==> config.mk <==
export PLATFORM = sky130hd
export DESIGN_NAME = retired_freelist
export DESIGN_NICKNAME = d
export VERILOG_FILES = /design/src/rtl/retired_freelist.sv
export SDC_FILE = /design/constraint.sdc
export NUM_CORES = 1
export LEC_CHECK = 0
export CELL_PAD_IN_SITES_DETAIL_PLACEMENT = 1
export CELL_PAD_IN_SITES_GLOBAL_PLACEMENT = 2
export CORE_ASPECT_RATIO = 1.75
export CORE_UTILIZATION = 37
export CTS_CLUSTER_DIAMETER = 60
export CTS_CLUSTER_SIZE = 16
export DETAILED_ROUTE_END_ITERATION = 7
export PLACE_DENSITY = 0.9
export SLEW_MARGIN = 10
export SYNTH_ARGS = -nofsm -noshare
export SYNTH_HDL_FRONTEND = slang
export SYNTH_SLANG_ARGS = --single-unit
==> constraint.sdc <==
create_clock -name clk -period 26.8 [get_ports clk]
set_input_delay 5.36 -clock clk [delete_from_list [all_inputs] [get_ports clk]]
set_output_delay 5.36 -clock clk [all_outputs]
set_load 0.005 [all_outputs]
==> src/rtl/retired_freelist.sv <==
// Commit-side free list: records physical registers freed at retirement and
// exposes its full image so the speculative free list can reload on a flush.
module retired_freelist #(
    parameter int QUEUE_WIDTH = 6,
    parameter int QUEUE_DEPTH = 32,
    parameter int BIT_DEPTH   = 6
) (
    input  logic                   clk,
    input  logic                   rst,
    input  logic                   commit_valid,
    input  logic [4:0]             commit_rd,
    input  logic [QUEUE_WIDTH-1:0] commit_pd,
    input  logic [QUEUE_WIDTH-1:0] commit_old_pd,
    output logic                   freelist_enqueue,
    output logic [QUEUE_WIDTH-1:0] freelist_enqueue_wdata,
    output logic [QUEUE_WIDTH-1:0] retired_freelist_entries [QUEUE_DEPTH],
    output logic [BIT_DEPTH-1:0]   retired_head_ptr,
    output logic [BIT_DEPTH-1:0]   retired_tail_ptr,
    output logic                   alloc_mismatch
);

    localparam int IDX_W = BIT_DEPTH - 1;

    logic [QUEUE_WIDTH-1:0] entries_r [QUEUE_DEPTH];
    logic [BIT_DEPTH-1:0]   head_r;
    logic [BIT_DEPTH-1:0]   tail_r;
    logic                   mismatch_r;
    logic                   retire_s;
    logic                   pd_differs_s;

    // Decode a retiring write; rd=0 never owned a physical register
    always_comb begin
        retire_s               = 1'b0;
        pd_differs_s           = 1'b0;
        freelist_enqueue       = 1'b0;
        freelist_enqueue_wdata = {QUEUE_WIDTH{1'b0}};
        if (commit_valid && (commit_rd != 5'd0) && !rst) begin
            retire_s               = 1'b1;
            freelist_enqueue       = 1'b1;
            freelist_enqueue_wdata = commit_old_pd;
            pd_differs_s           = (commit_pd != entries_r[head_r[IDX_W-1:0]]);
        end else begin
            retire_s = 1'b0;
        end
    end

    // Retired free-list state; the reset image matches the speculative list
    always_ff @(posedge clk or posedge rst) begin
        if (rst) begin
            for (int i = 0; i < QUEUE_DEPTH; i++) begin
                entries_r[i] <= QUEUE_WIDTH'(QUEUE_DEPTH + i);
            end
            head_r     <= {BIT_DEPTH{1'b0}};
            tail_r     <= BIT_DEPTH'(QUEUE_DEPTH);
            mismatch_r <= 1'b0;
        end else if (retire_s) begin
            entries_r[tail_r[IDX_W-1:0]] <= commit_old_pd;
            tail_r <= tail_r + BIT_DEPTH'(1);
            head_r <= head_r + BIT_DEPTH'(1);
            // Sticky: rename and commit must drain the list in the same order
            if (pd_differs_s) begin
                mismatch_r <= 1'b1;
            end
        end
    end

    // Snapshot outputs come straight from registers
    always_comb begin
        retired_freelist_entries = entries_r;
        retired_head_ptr         = head_r;
        retired_tail_ptr         = tail_r;
        alloc_mismatch           = mismatch_r;
    end

endmodule

==> summary.md, run 1 <==
| Metric | Value |
|---|---|
| Status | `finished clean` |
| Commonest non-fill, non-tap cells in the layout | `clkdlybuf4s50_1, mux2_2, dfstp_2, dfrtp_1, nand2_1` |
| Pre-antenna DRT Iters | `4` |
| GR peak layer | `met2` |
| Clock skew | `0.0217 ns` |
| GRT Residual Overflow | `0` |
| Min Tclk post-route | `between 10 and 15 ns` |
| GRT Overall Usage | `about a quarter` |
| Met3 Usage GRT | `2.52%` |
| Core Box Area | `between 20,000 and 30,000 sq um` |
| Die area | `27,000 sq um` |
| Cells after Synth | `668` |
| Multiplexer share of the synthesized area | `33.4%` |
| Worst setup EP type | `output port` |
| Vias in the first global route | `7,146` |
| I/O pin count | `232` |
| Main synth FF type | `dfstp_2` |
| Distinct cells, synth | `46` |
| Number of port buffers | `between 200 and 250` |
| Global-route wire length before repair | `48,600 um` |
| Crit-path max FO | `57` |
| Highest clock rate | `78.5 MHz` |
| Dpl cells | `around 1,200` |
| Final layout net count | `912` |
| Fin cells | `roughly 1,200` |
| Die span in y | `217 um` |
| Hold_sp | `retired_tail_ptr[5]` |
| Power per cell area | `105 nW/um^2` |
| CP Launch Type | `input port` |
| Routed len/inst | `26.7 um` |
| Layout cells sized above 1 | `42.7%` |
| Share of synthesized registers carrying an async set or reset | `100%` |
| Postcts setup bufs | `0` |
| H-tree Lvls | `1` |
| Final std cell area, no fill | `around 13,000 sq um` |
| Skew-Pair Late Insertion Delay | `0.49 ns` |
| RSZ-0062 raised after global routing | `no` |
| Min-delay worst type | `reg2reg` |
| Initial Util | `37.6%` |
| Fin crit share | `47.6%` |
| Syn nets | `a little under 700` |
| Area Overhead vs Synth | `31.5%` |
| MaxCap Viol Count | `0` |
| Routed Antenna Nets | `0` |
| Cell Area, Synth | `9740 sq um` |
| Critical Path Source | `rst` |
| Met1 Use GR | `27.9%` |
| Worst endpoint required time | `approximately 21 ns` |
| CTS Hold Bufs | `0` |
| Clock transition at path regs | `0.07 ns` |
| Post-CTS resize count | `0` |
| Clk sinks | `205` |
| DP Area | `12,300 sq um` |
| CTS max path bufs | `3` |
| Dpl hpwl | `23,600 um` |
| Simple-Gate Fraction of Synth Area | `4.29%` |
| Drt initial violations | `312` |
| Setup CP Type | `in2out` |
| Pleak | `5.32 nW` |
| Filler cells | `2,559` |
| Initial antenna violation count | `1` |
| Vias per std cell | `5.51` |
| Total power | `~1.3 mW` |
| Critical path arrival | `approximately 7.4 ns` |
| VDD IR max | `0.0576 mV` |
| Worst hold slack | `between 0.5 and 0.6 ns` |
| Synth Area in XOR/XNOR | `1.35%` |
| Avg Inst Size Synth | `14.6 sq um` |
| Worst Tran Pin Value | `1.02 ns` |
| Synthesized flop and latch total | `around 210` |
| Die W | `125 um` |
| Total negative slack | `0 ns` |
| CTS tree | `yes` |
| Pin count of the biggest net entering global routing | `between 70 and 80` |
| Adder-cell share of the synthesized area | `0.643%` |
| Vias | `6,713` |
| Final WL | `roughly 32,000 um` |
| Seq/Total Area, Yosys | `between 50% and 60%` |
| Total CTS buffers | `16` |
| # DRC | `0` |
| EDFF count, synth | `0` |
| Synthesis Warnings | `0` |
| Most common cell after layout, fill and taps aside | `clkdlybuf4s50_1` |
| Core Rows | `78` |
| Final hold violations | `0` |
| Synth Area in Compound Gates | `3.73%` |
| Worst r2r src | `retired_head_ptr[1]` |
| CTS Root Cell | `clkbuf_16` |
| Largest family of logic cells by synthesized area | `multiplexers` |
| Gp weighted congestion | `0.834` |
| Slew Limit Headroom | `31.8%` |
| GRT met2 Usage | `44.4%` |
| Setup violations, final | `0` |
| Slew Viols, Final | `0` |
## logic make-up after synthesis
logic type / after synthesis
simple gates: 83
xor+xnor: 15
buf+inv: 48
compound gates: 50
flops: 205
mux: 262
fa+ha+maj: 5
## routing by layer
layer	part of all wire, %	wire length, um
met1	37	12100
met5	0	0
met2	54	17700
met4	5.0	1640
met3	3.2	1040
## flip-flops by register name, indices dropped and copies added, names as in the netlist
register                  cells
retired_freelist_entries    192
alloc_mismatch                1
retired_tail_ptr              6
retired_head_ptr              6
## cell usage after synthesis, types with 2 or more instances
master / instances / share of area (%)
and2_1: 10 / 0.64
buf_4: 6 / 0.46
dfstp_2: 113 / 30
mux4_2: 23 / 5.3
clkbuf_1: 26 / 1.0
mux4_1: 5 / 1.3
nor3b_1: 4 / 0.31
mux2_2: 203 / 23
o221ai_1: 5 / 0.45
xnor2_1: 9 / 0.81
nand2_1: 36 / 1.4
o21ai_0: 7 / 0.36
inv_1: 5 / 0.19
o22ai_1: 2 / 0.13
o21ai_1: 3 / 0.15
and3b_1: 2 / 0.18
a2111oi_0: 2 / 0.18
dfrtp_1: 92 / 24
buf_2: 5 / 0.26
nor2_1: 11 / 0.42
a221oi_1: 11 / 0.99
nand2_2: 8 / 0.51
mux2i_1: 30 / 3.1
a22oi_1: 4 / 0.31
a221o_1: 2 / 0.21
nand4_1: 3 / 0.19
or3_1: 2 / 0.13
xor2_1: 6 / 0.54
ha_1: 5 / 0.64
a21oi_1: 9 / 0.46
buf_6: 4 / 0.46
## metrics by stage
step,setup slack (ns),utilization [%]
final,14.05,49.5
after detailed placement,14.02,47.7
after global routing,13.92,49.5
after global placement,14.04,47.7
after CTS,14.02,49.5
after floorplan,10.62,-
## power breakdown
| group | leakage [nW] | switching [mW] | internal [mW] |
|---|---|---|---|
| combinational | 2.72 | 0.226 | 0.333 |
| sequential | 2.37 | 0.121 | 0.442 |
| clock | 0.225 | 0.110 | 0.118 |
| total | 5.32 | 0.457 | 0.892 |
## worst max-delay path, stage by stage
cell	delay [ns]
clkdlybuf4s50_1	0.49
inv_8	0.33
o311a_1	0.24
buf_4	0.27
and2_1	0.17
clkdlybuf4s50_1	0.49
## path summary, 6_finish.rpt
check,to,cells past startpoint,slack [ns]
worst max-delay path,freelist_enqueue_wdata[5],6,14.05
min in group asynchronous,retired_freelist_entries[109],2,5.29
max in group asynchronous,retired_freelist_entries[147],4,19.35
worst min-delay path,retired_tail_ptr[5],1,0.52
worst min register to register,retired_tail_ptr[5],1,0.52
worst max register to register,alloc_mismatch,8,23.71
## layout make-up
type / instances / area (sq um) / share of cell area, %
flip-flops and latches: 205 / 5280 / 41.2
well taps: 320 / 400 / 3.13
clock buffers: 27 / 463 / 3.62
clock inverters: 1 / 5.00 / 0.0391
repair buffers: 243 / 2400 / 18.8
diodes: 1 / 2.50 / 0.0195
multi-input cells: 415 / 4230 / 33.0
inverters: 6 / 30.0 / 0.235
Power figures use the tool's default switching activity.
==> inputs of run 2 (changes only) <==
CORE_UTILIZATION = 34   (was 37)
PLACE_DENSITY = 0.84   (was 0.9)
clock period = 12 ns   (was 26.8 ns; I/O delays follow)
==> summary.md, run 2 (synthesized netlist as in run 1, its figures left out) <==
| Metric | Value |
|---|---|
| Status | `finished clean` |
| Sequential cell area | `5280 sq um` |
| Setup CP Type | `in2out` |
| CP Depth | `6` |
| Slew Viols, Final | `0` |
| Worst Reg-to-Reg Cells | `8` |
| Layout cells sized above 1 | `a little over two fifths` |
| Post-CTS resize count | `0` |
| Most common cell after layout, fill and taps aside | `clkdlybuf4s50_1` |
| CTS tree | `yes` |
| Global-route wire length before repair | `48,000 um` |
| Pleak | `5.32 nW` |
| Slew Limit Headroom | `40.0%` |
| Final layout net count | `between 900 and 1,000` |
| Multi-input logic area | `4230 sq um` |
| Worst Tran Pin Value | `0.900 ns` |
| CTS Root Cell | `clkbuf_16` |
| Antenna fix cells | `0` |
| Commonest non-fill, non-tap cells in the layout | `clkdlybuf4s50_1, mux2_2, dfstp_2, dfrtp_1, nand2_1` |
| GRT Overall Usage | `between 20% and 30%` |
| I/O pin count | `~230` |
| Min-delay worst type | `reg2reg` |
| MaxCap Viol Count | `0` |
| CP bufs+invs | `4` |
| Max reg flops | `192` |
| Setup ws final | `roughly 5 ns` |
| Worst setup EP type | `output port` |
| GRT Residual Overflow | `0` |
| Vias | `6,689` |
| Initial Util | `between 30% and 40%` |
| RSZ-0062 raised after global routing | `no` |
| Highest clock rate | `approximately 140 MHz` |
| CP max-delay cell | `clkdlybuf4s50_1` |
| VDD IR max | `0.129 mV` |
| Pre-antenna DRT Iters | `4` |
| Postcts setup bufs | `0` |
| Die span in y | `between 200 and 250 um` |
| Area Overhead vs Synth | `32.1%` |
| Dpl hpwl | `23,700 um` |
| Slowest stage delay, CP | `0.50 ns` |
| CP delay by family, top | `buffers and inverters` |
| Worst hold path stage count | `1` |
| DR top layer | `met4` |
| Initial antenna violation count | `0` |
| Final WL | `32,600 um` |
| Clk sinks | `205` |
| DRT met1 WL | `12,200 um` |
| Final hold violations | `0` |
| WL met2 | `roughly 18,000 um` |
| Core Box Area | `28,100 sq um` |
| Routed len/inst | `25.7 um` |
| Power per cell area | `234 nW/um^2` |
| CTS Hold Bufs | `0` |
| # DRC | `0` |
| Clock transition at path regs | `0.08 ns` |
| H-tree Lvls | `1` |
| Clock skew | `0.0116 ns` |
| Met3 routed WL | `~1100 um` |
| Pin count of the biggest net entering global routing | `85` |
| Number of port buffers | `231` |
| CTS max path bufs | `3` |
| Filler cells | `2,855` |
| Worst path cell trace | `clkdlybuf4s50_1 -> inv_8 -> o311a_1 -> buf_4 -> and2_1 -> clkdlybuf4s50_1` |
| Gp weighted congestion | `0.858` |
| Die W | `130 um` |
| Die area | `29,300 sq um` |
| Crit-path max FO | `84` |
| Setup violations, final | `0` |
| Drt initial violations | `288` |
| Skew-Pair Late Insertion Delay | `0.49 ns` |
| Worst endpoint required time | `9.60 ns` |
| Crit path top cell by count | `clkdlybuf4s50_1` |
| Critical path arrival | `~4.6 ns` |
| Total CTS buffers | `16` |
| Total negative slack | `0 ns` |
| Fin crit share | `approximately three fifths` |
| Vias in the first global route | `7,201` |
| Vias per std cell | `5.27` |
| CP Launch Type | `input port` |
| Core Rows | `81` |
| DP Worst Slack | `4.93 ns` |
| Min Tclk post-route | `6.98 ns` |
| Routed Antenna Nets | `0` |
==> run 2: per-layer routing <==
metal  vias up  global-route usage, %
li1       2895                      -
met1      3534                   26.4
met2       199                   41.8
met3        61                   2.37
met4         0                   9.15
met5         -                      0
==> run 2: through the flow <==
step / hold WS [ns] / cell area (sq um) / utilization, % / power [mW] / instances
after detailed placement: 0.495 / 12400 / 44.1 / 2.51 / 1241
after global placement: 0.495 / 12400 / 44.1 / 2.49 / 1241
after global routing: 0.539 / 12900 / 45.8 / 3.16 / 1269
final: 0.501 / 12900 / 45.8 / 3.01 / 1269
after CTS: 0.506 / 12900 / 45.8 / 3.04 / 1269
after floorplan: 0.468 / 9740 / - / 1.79 / 668
==> run 2: final timing paths <==
kind	startpoint	to	slack (ns)
hold / removal	retired_head_ptr[5]	retired_head_ptr[5]	0.50
hold reg to reg	retired_head_ptr[5]	retired_head_ptr[5]	0.50
setup reg to reg	retired_head_ptr[1]	alloc_mismatch	8.80
max in group asynchronous	rst	retired_freelist_entries[174]	7.59
setup / recovery	rst	freelist_enqueue_wdata[0]	5.02
min in group asynchronous	rst	retired_freelist_entries[112]	2.38
==> run 2: worst reg2reg max path, delay by kind of cell, from the launching register on <==
family | cells | cell delay [ns]
XOR/XNOR | 1 | 0.20
flip-flops | 1 | 0.71
AND/OR/NAND/NOR | 2 | 0.25
AO/OA/AOI/OAI | 3 | 0.72
buffers and inverters | 1 | 0.72
multiplexers | 1 | 0.48
==> run 2: cell type report <==
type / instances / area share [%]
timing repair buffer: 242 / 18.6
multi-input combinational: 415 / 32.9
sequential: 205 / 41.0
clock buffer: 27 / 3.60
inverter: 6 / 0.233
tap: 373 / 3.63
clock inverter: 1 / 0.0389
==> run 2: report_power, final <==
part	internal, mW	switching [mW]	total (mW)
Combinational	0.741	0.500	1.24
Sequential	0.986	0.266	1.25
Clock	0.265	0.252	0.516
==> inputs of run 3 (changes only) <==
CORE_UTILIZATION = 31   (was 34)
PLACE_DENSITY = 0.81   (was 0.84)
clock period = 6.3 ns   (was 12 ns; I/O delays follow)
==> summary.md, run 3 (synthesized netlist as in run 1, its figures left out) <==
| Metric | Value |
|---|---|
| Status | `finished clean` |
| Critical path arrival | `3.30 ns` |
| DP Worst Slack | `1.74 ns` |
| Max reg flops | `around 190` |
| Initial antenna violation count | `0` |
| Die span in y | `236 um` |
| GRT Residual Overflow | `0` |
| Filler cells | `around 3,200` |
| Postcts setup bufs | `0` |
| Slew Viols, Final | `0` |
| Vias per std cell | `roughly 5.2` |
| Final WL | `34,300 um` |
| Skew-Pair Late Insertion Delay | `0.50 ns` |
| Total CTS buffers | `16` |
| Dpl hpwl | `approximately 25,000 um` |
| Number of port buffers | `231` |
| Pre-antenna DRT Iters | `4` |
| CP Launch Type | `input port` |
| MaxCap Viol Count | `0` |
| Area Overhead vs Synth | `32.5%` |
| Crit-path max FO | `14` |
| Final std cell area, no fill | `roughly 13,000 sq um` |
| Routed Antenna Nets | `0` |
| Die W | `~140 um` |
| I/O pin count | `232` |
| Final hold violations | `0` |
| Pleak | `5.32 nW` |
| Die area | `32,100 sq um` |
| Clk sinks | `between 200 and 250` |
| Antenna fix cells | `0` |
| Final layout net count | `between 900 and 1,000` |
| Most common cell after layout, fill and taps aside | `clkdlybuf4s50_1` |
| RSZ-0062 raised after global routing | `no` |
| Worst hold slack | `0.495 ns` |
| CTS Hold Bufs | `0` |
| Total power | `5.77 mW` |
| Vias in the first global route | `7,224` |
| Worst Tran Pin Value | `0.983 ns` |
| H-tree Lvls | `1` |
| CTS max path bufs | `3` |
| CTS Root Cell | `clkbuf_16` |
| Setup violations, final | `0` |
| Gp weighted congestion | `0.834` |
| Fin crit share | `72.4%` |
| Pin count of the biggest net entering global routing | `131` |
| # DRC | `0` |
| Layout cells sized above 1 | `42.6%` |
| Drt initial violations | `318` |
| Slew Limit Headroom | `34.5%` |
| Highest clock rate | `219 MHz` |
| CTS tree | `yes` |
| Post-CTS resize count | `0` |
| Setup CP Type | `in2out` |
| Fin cells | `1,287` |
| GRT Overall Usage | `21.8%` |
| Initial Util | `31.6%` |
| Min-delay worst type | `reg2reg` |
| Dpl cells | `1,259` |
| Worst setup EP type | `output port` |
| Clock transition at path regs | `about 0.080 ns` |
| Routed len/inst | `26.6 um` |
| Worst endpoint required time | `5.04 ns` |
| Clock skew | `between 0.01 and 0.015 ns` |
| Core Box Area | `slightly above 30,000 sq um` |
| Fin util | `a little over two fifths` |
| Global-route wire length before repair | `approximately 50,000 um` |
| DP Area | `between 10,000 and 15,000 sq um` |
| Total negative slack | `0 ns` |
| Min Tclk post-route | `4.56 ns` |
| Setup ws final | `approximately 1.7 ns` |
| Vias | `roughly 6,700` |
| Commonest non-fill, non-tap cells in the layout | `clkdlybuf4s50_1, mux2_2, dfstp_2, dfrtp_1, nand2_1` |
| Power per cell area | `447 nW/um^2` |
| VDD IR max | `0.212 mV` |
| Core Rows | `85` |
## run 3: final cells by class
| class | count | area, sq um | area share, % |
|---|---|---|---|
| Clock buffer | 28 | 477 | 3.70 |
| Inverter | 6 | 26.3 | 0.204 |
| Multi-Input combinational cell | 415 | 4230 | 32.8 |
| Sequential cell | 205 | 5280 | 40.9 |
| Tap cell | 391 | 489 | 3.79 |
| Timing Repair Buffer | 242 | 2410 | 18.7 |
## run 3: worst max-delay path: stages
cell and delay (ns):
clkdlybuf4s50_1 0.39, or3_1 0.36, o311a_1 0.56, and2_1 0.28
clkdlybuf4s50_1 0.44
## run 3: layer usage
layer | vias to the layer above | track usage, % | share of wire (%) | wire, um
met3 | 69 | 2.00 | 3.8 | 1290
met1 | 3534 | 24.5 | 36 | 12400
met4 | 0 | 13.7 | 6.6 | 2260
li1 | 2899 | - | - | -
met5 | - | 0 | 0 | 0
met2 | 210 | 38.9 | 53 | 18300
## run 3: path summary, 6_finish.rpt
path / startpoint / end / slack (ns) / cells past startpoint
min reg2reg: retired_head_ptr[5] / retired_head_ptr[5] / 0.49 / 1
max reg2reg: retired_head_ptr[1] / alloc_mismatch / 3.06 / 8
max in group asynchronous: rst / retired_head_ptr[1] / 3.34 / 4
min: retired_head_ptr[5] / retired_head_ptr[5] / 0.49 / 1
min in group asynchronous: rst / retired_freelist_entries[109] / 1.36 / 3
max: commit_rd[4] / freelist_enqueue_wdata[3] / 1.74 / 5
## run 3: where the power goes
group / switching [mW] / total (mW) / internal (mW) / leakage (nW)
clock network: 0.484 / 1.00 / 0.516 / 0.228
registers: 0.566 / 2.44 / 1.88 / 2.37
logic: 0.917 / 2.33 / 1.41 / 2.71
